===== src/rtl/regfile_write_arbiter.sv =====
`default_nettype none
// ============================================================================
//  Module      : regfile_write_arbiter
//  Description : Shares the single register-file write port between the
//                writeback stage (port A) and a long-latency unit (port B).
//                B results are buffered in a small FIFO and drained when A
//                leaves the port idle, when a starvation limit is reached, or
//                when an A write would overtake a buffered write to the same
//                register (WAW ordering). pend_hit_* flags source registers
//                that still have a buffered, unwritten result.
//  Ports       : clk, reset            clock / async active-high reset
//                a_valid/addr/data     writeback request, a_ready = accepted
//                b_valid/addr/data     long-latency result, b_ready = accepted
//                rf_we/waddr/wdata     register-file write port
//                rd_addr_1/2           decode source registers
//                pend_hit_1/2          source has a buffered pending write
//                fifo_count            occupied B FIFO entries
//  Revision    : 1.0  initial release
// ============================================================================
module regfile_write_arbiter #(
  parameter int DEPTH        = 4,
  parameter int STARVE_LIMIT = 8
) (
  input  logic                     clk,
  input  logic                     reset,
  input  logic                     a_valid,
  input  logic [4:0]               a_addr,
  input  logic [31:0]              a_data,
  output logic                     a_ready,
  input  logic                     b_valid,
  input  logic [4:0]               b_addr,
  input  logic [31:0]              b_data,
  output logic                     b_ready,
  output logic                     rf_we,
  output logic [4:0]               rf_waddr,
  output logic [31:0]              rf_wdata,
  input  logic [4:0]               rd_addr_1,
  input  logic [4:0]               rd_addr_2,
  output logic                     pend_hit_1,
  output logic                     pend_hit_2,
  output logic [$clog2(DEPTH):0]   fifo_count
);

  localparam int PW = $clog2(DEPTH);
  localparam int CW = PW + 1;
  localparam int SW = $clog2(STARVE_LIMIT + 1);
  localparam logic [CW-1:0] FULL_COUNT = CW'(DEPTH);
  localparam logic [SW-1:0] STARVE_MAX = SW'(STARVE_LIMIT);

  logic [4:0]       addr_q [DEPTH];
  logic [4:0]       addr_d [DEPTH];
  logic [31:0]      data_q [DEPTH];
  logic [31:0]      data_d [DEPTH];
  logic [DEPTH-1:0] valid_q, valid_d;
  logic [PW-1:0]    wr_ptr_q, wr_ptr_d;
  logic [PW-1:0]    rd_ptr_q, rd_ptr_d;
  logic [CW-1:0]    count_q, count_d;
  logic [SW-1:0]    starve_q, starve_d;

  logic w_empty, w_full, w_waw, w_hit1, w_hit2;
  logic w_grant_fifo, w_a_ready, w_push, w_pop;

  always_comb begin
    w_empty = (count_q == '0);
    w_full  = (count_q == FULL_COUNT);
    w_waw   = 1'b0;
    w_hit1  = 1'b0;
    w_hit2  = 1'b0;
    // Only occupied entries count; an entry popped this cycle is still
    // occupied here because the register file has not been written yet.
    for (int i = 0; i < DEPTH; i++) begin
      if (valid_q[i]) begin
        if (addr_q[i] == a_addr)    w_waw  = 1'b1;
        if (addr_q[i] == rd_addr_1) w_hit1 = 1'b1;
        if (addr_q[i] == rd_addr_2) w_hit2 = 1'b1;
      end
    end

    // Grant priority: empty FIFO, starvation, WAW hazard, A request, idle.
    if (w_empty) begin
      w_grant_fifo = 1'b0;
      w_a_ready    = 1'b1;
    end else if (starve_q == STARVE_MAX) begin
      w_grant_fifo = 1'b1;
      w_a_ready    = 1'b0;
    end else if (a_valid && (a_addr != 5'd0) && w_waw) begin
      w_grant_fifo = 1'b1;
      w_a_ready    = 1'b0;
    end else if (a_valid) begin
      w_grant_fifo = 1'b0;
      w_a_ready    = 1'b1;
    end else begin
      w_grant_fifo = 1'b1;
      w_a_ready    = 1'b1;
    end

    // B writes to r0 are swallowed without occupying an entry.
    w_push = b_valid && !w_full && (b_addr != 5'd0);
    w_pop  = w_grant_fifo;

    // Outputs forced idle while reset is asserted.
    a_ready    = !reset && w_a_ready;
    b_ready    = !reset && (!w_full || (b_addr == 5'd0));
    pend_hit_1 = !reset && w_hit1 && (rd_addr_1 != 5'd0);
    pend_hit_2 = !reset && w_hit2 && (rd_addr_2 != 5'd0);
    fifo_count = count_q;

    rf_we    = 1'b0;
    rf_waddr = 5'd0;
    rf_wdata = 32'd0;
    if (!reset) begin
      if (w_grant_fifo) begin
        rf_we    = 1'b1;
        rf_waddr = addr_q[rd_ptr_q];
        rf_wdata = data_q[rd_ptr_q];
      end else if (a_valid && (a_addr != 5'd0)) begin
        rf_we    = 1'b1;
        rf_waddr = a_addr;
        rf_wdata = a_data;
      end
    end

    // Next-state for the FIFO.
    addr_d   = addr_q;
    data_d   = data_q;
    valid_d  = valid_q;
    wr_ptr_d = wr_ptr_q;
    rd_ptr_d = rd_ptr_q;
    if (w_pop) begin
      valid_d[rd_ptr_q] = 1'b0;
      rd_ptr_d          = rd_ptr_q + PW'(1);
    end
    if (w_push) begin
      valid_d[wr_ptr_q] = 1'b1;
      addr_d[wr_ptr_q]  = b_addr;
      data_d[wr_ptr_q]  = b_data;
      wr_ptr_d          = wr_ptr_q + PW'(1);
    end

    count_d = count_q;
    if (w_push && !w_pop)      count_d = count_q + CW'(1);
    else if (!w_push && w_pop) count_d = count_q - CW'(1);

    // Count cycles in which buffered data waits behind A grants.
    if (w_empty || w_pop)          starve_d = '0;
    else if (starve_q < STARVE_MAX) starve_d = starve_q + SW'(1);
    else                           starve_d = starve_q;
  end

  always_ff @(posedge clk or posedge reset) begin
    if (reset) begin
      for (int i = 0; i < DEPTH; i++) begin
        addr_q[i] <= 5'd0;
        data_q[i] <= 32'd0;
      end
      valid_q  <= '0;
      wr_ptr_q <= '0;
      rd_ptr_q <= '0;
      count_q  <= '0;
      starve_q <= '0;
    end else begin
      addr_q   <= addr_d;
      data_q   <= data_d;
      valid_q  <= valid_d;
      wr_ptr_q <= wr_ptr_d;
      rd_ptr_q <= rd_ptr_d;
      count_q  <= count_d;
      starve_q <= starve_d;
    end
  end

endmodule
`default_nettype wire


===== config.mk =====
export PLATFORM = sky130hd
export DESIGN_NAME = regfile_write_arbiter
export DESIGN_NICKNAME = d
export VERILOG_FILES = /design/src/rtl/regfile_write_arbiter.sv
export SDC_FILE = /design/constraint.sdc
export NUM_CORES = 1
export LEC_CHECK = 0
export ABC_AREA = 1
export BUFFER_PORTS_ARGS = -buffer_cell sky130_fd_sc_hd__clkbuf_2
export CAP_MARGIN = 20
export CORE_AREA = 5 5 158 160
export DETAILED_ROUTE_END_ITERATION = 6
export DIE_AREA = 0 0 163 165
export PLACE_DENSITY = 0.57
export SLEW_MARGIN = 5
export SYNTH_ARGS = -nofsm -noshare
export SYNTH_HDL_FRONTEND = slang
export SYNTH_SLANG_ARGS = --single-unit

===== constraint.sdc =====
create_clock -name clk -period 13.3 [get_ports clk]
set_input_delay 2.66 -clock clk [delete_from_list [all_inputs] [get_ports clk]]
set_output_delay 2.66 -clock clk [all_outputs]
set_load 0.05 [all_outputs]

==> results.yml <==
detailed_routing:
  vias_per_cell: 5.14
  routedWlPerCell_um: 16.2
  antenna_left: 0
  drt_pass1_iterations: 5
  vias: 8354
  routed_wl_um: 26300
  drcViolationCount: 0
  first_iter_violations: 542
clocking:
  hold_buffers: 0
  cts.clk_slew.worst_paths_ns: 0.07
  cts_root_buf: "clkbuf_16"
  clock_sinks: 163
  cts_tree: "done"
  cts_buffers: 17
  htreeDepth: 4
  clk_latency_ns: 0.42
  cts_setup_buffers: 0
  post_cts_resized: 0
  clk_path_buf_depth: 2
timing:
  fin_crit_ns: 8.04
  worst_slew_pin_slew_ns: 0.897
  hold_violations: 0
  skew_ns: 0.0119
  slew_headroom: 0.402
  fmax_mhz: 124
  tns_ns: 0
  worst_slack_ns: 5.26
  rsz0062_at_grt: "false"
  finalSetupViolations: 0
  period_share: 0.604
  slew_violations: 0
floorplanning:
  die_x_um: 163
  dieArea_um2: 26900
  core-area_um2: 23300
  start_util: 0.394
  rows: 56
  ios: 133
  fp.dieH_um: 165
synthesis:
  synth_cells: 1211
  ys_seq_area_frac: 0.445
  synth_area_leaders: "dfrtp_1, nand2_1, o21ai_0"
  synth_enable_flop_cells: 0
  syn-cell-area_um2: 9160
  ys_types: 36
  syn-num-nets: 1311
  syn_area_per_cell_um2: 7.57
  synth_top_cell_by_area: "dfrtp_1"
  netlist.area_leader.share: 0.445
  yosys_most_used_dff: "dfrtp_1"
  ys_seq_elements: 163
  synthArstFlopShare: 1.00
  yosys_warnings: 0
global_route:
  grt_first_pass_wirelength_um: 42600
  globalRoute.totalOverflow: 0
  grt_start_max_net_pins: 87
  antenna_found_initial: 1
  grt_pass1_vias: 8082
  grt_use_total: 0.198
cells_and_area:
  final_layout_size_suffix_gt1_frac: 0.187
  fillers: 2476
  postLayoutCoreUtil: 0.450
  layout_common_cells: "nand2_1, o21ai_0, dfrtp_1"
  stdcell_area_um2: 10500
  regArea_um2: 4080
  nNetsFinal: 1391
  areaGrowthSynthToFinish_pct: 14.3
  final_common_cell: "nand2_1"
  multi_input_area_um2: 4320
worst_setup_path:
  r2r_end: "fifo_count[2]$_DFFE_PP0P_"
  worstPathRequired_ns: 10.64
  path_class: "in2out"
  cp-start-kind: "input pin"
  path_depth: 12
  worstPathArrival_ns: 5.38
  critPathBufInv: 3
  crit_slowest_cell: "inv_2"
  r2r-start: "addr_q[9]$_DFFE_PP0P_"
  cp-end-kind: "primary output"
  critPathCapture: "rf_wdata[3]"
  reg2reg_depth: 15
  crit_path_cell_trace: "clkbuf_2 -> nor3_2 -> nand3_1 -> nand2_1 -> inv_2 -> o21ai_2 -> nand3_4 -> nand2_8 -> nand2_2 -> nand2_1 -> nor2_1 -> clkbuf_2"
  startpoint: "a_addr[1]"
  path_delay_family: "simple AND/OR/NAND/NOR gates"
  reg2reg_slack_ns: 9.74
  cp_max_fo: 42
  max_stage_delay_ns: 0.51
outcome:
  status: "finished clean"
power_and_ir_drop:
  ir_drop_mv: 0.153
  power_frac_seq: 0.346
  power_frac_clock: 0.194
  p_sw_w: 0.00119
  leakage_nw: 5.26
  comb_power_share: 0.459
  powerDensity_nw_per_um2: 247
  cell_internal_pwr_w: 0.00140
  switching_share: 0.459
placement:
  dp_hpwl_um: 17000
  dpl-instance-area_um2: 9850
  io_buffers: 132
  place_ws_ns: 5.17
  gp_congestion: 0.963
worst_hold_path:
  hold_class: "reg2reg"
  worstHoldStart: "data_q[82]$_DFFE_PP0P_"
flow_run:
  maxCapViolations: 0
==> Yosys cell counts, drive strengths merged (3+ instances only) <==
master and n:
a221oi 10, o22ai 11, ha 11, nand2 437, buf 40, clkbuf 42, o21ai 177, inv 84
dfrtp 163, nor3 5, nand4 3, xor2 12, nor2 64, a21oi 59, nand3 56, a32o 32
==> flip-flops by register name (all words and copies together) (netlist names) <==
name	count
fifo_count	3
addr_q	20
valid_q	4
starve_q	4
rd_ptr_q	2
wr_ptr_q	2
data_q	128
==> worst register-to-register path, stage by stage, from the launching register on <==
cell and delay [ns]:
dfrtp_1 0.49, inv_1 0.19, nand2_1 0.07, nand2_1 0.07, nor2_1 0.04, nand3_1 0.05
nand2_1 0.08, o21ai_2 0.23, nand3_4 0.52, nand2_8 0.61, ha_1 0.24, inv_1 0.06
fa_1 0.37, a21oi_1 0.14, o21ai_0 0.12, xor2_1 0.16
==> final cells by class <==
type	instances	share of cell area
antenna	1	0.000239
tap	319	0.0381
clock inverter	14	0.0155
sequential	163	0.389
clock buffer	18	0.0419
timing repair buffer	143	0.0721
multi-input combinational	882	0.412
inverter	84	0.0306
==> cell families (layout without fill, tap and decap cells) <==
kind of cell | after synthesis | after routing | share of synthesized area
buffers and inverters | 166 | 259 | 0.0848
AO/OA/AOI/OAI | 290 | 290 | 0.182
other | 0 | 1 | 0
AND/OR/NAND/NOR | 566 | 566 | 0.256
adder cells (fa/ha/maj) | 12 | 12 | 0.0172
XOR/XNOR | 13 | 13 | 0.0132
multiplexers | 1 | 1 | 0.00123
flip-flops | 163 | 163 | 0.445
==> worst min path at each step <==
stage                             endpoint  slack (ns)  cells after the start
floorplan           data_q[71]$_DFFE_PP0P_        0.45                      2
global placement    data_q[87]$_DFFE_PP0P_        0.47                      2
detailed placement  data_q[79]$_DFFE_PP0P_        0.47                      2
CTS                 data_q[79]$_DFFE_PP0P_        0.49                      2
global route        data_q[90]$_DFFE_PP0P_        0.50                      2
finish              data_q[82]$_DFFE_PP0P_        0.49                      2
==> power groups by stage <==
stage                     combinational [W]  sequential, W  clock, W
final                               0.00119       0.000895  0.000502
after global routing                0.00133       0.000921  0.000536
after CTS                           0.00119       0.000892  0.000512
after detailed placement            0.00119       0.000898         0
after global placement              0.00118       0.000896         0
after floorplan                    0.000941       0.000853         0
==> stage by stage <==
| stage | cells | hold WS (ns) | total power [W] |
|---|---|---|---|
| floorplan | 1211 | 0.453 | 0.00179 |
| global placement | 1590 | 0.466 | 0.00207 |
| detailed placement | 1590 | 0.473 | 0.00209 |
| CTS | 1622 | 0.489 | 0.00260 |
| global route | 1624 | 0.499 | 0.00279 |
| finish | 1624 | 0.485 | 0.00258 |
==> metal layers <==
layer	up-vias	GRT usage	wire, um
met4	0	0.0667	597
met1	3961	0.267	12500
met3	31	0.0392	1370
met2	237	0.323	11900
met5	-	0	0
li1	4125	-	-
(Power assumes the default switching activity.)
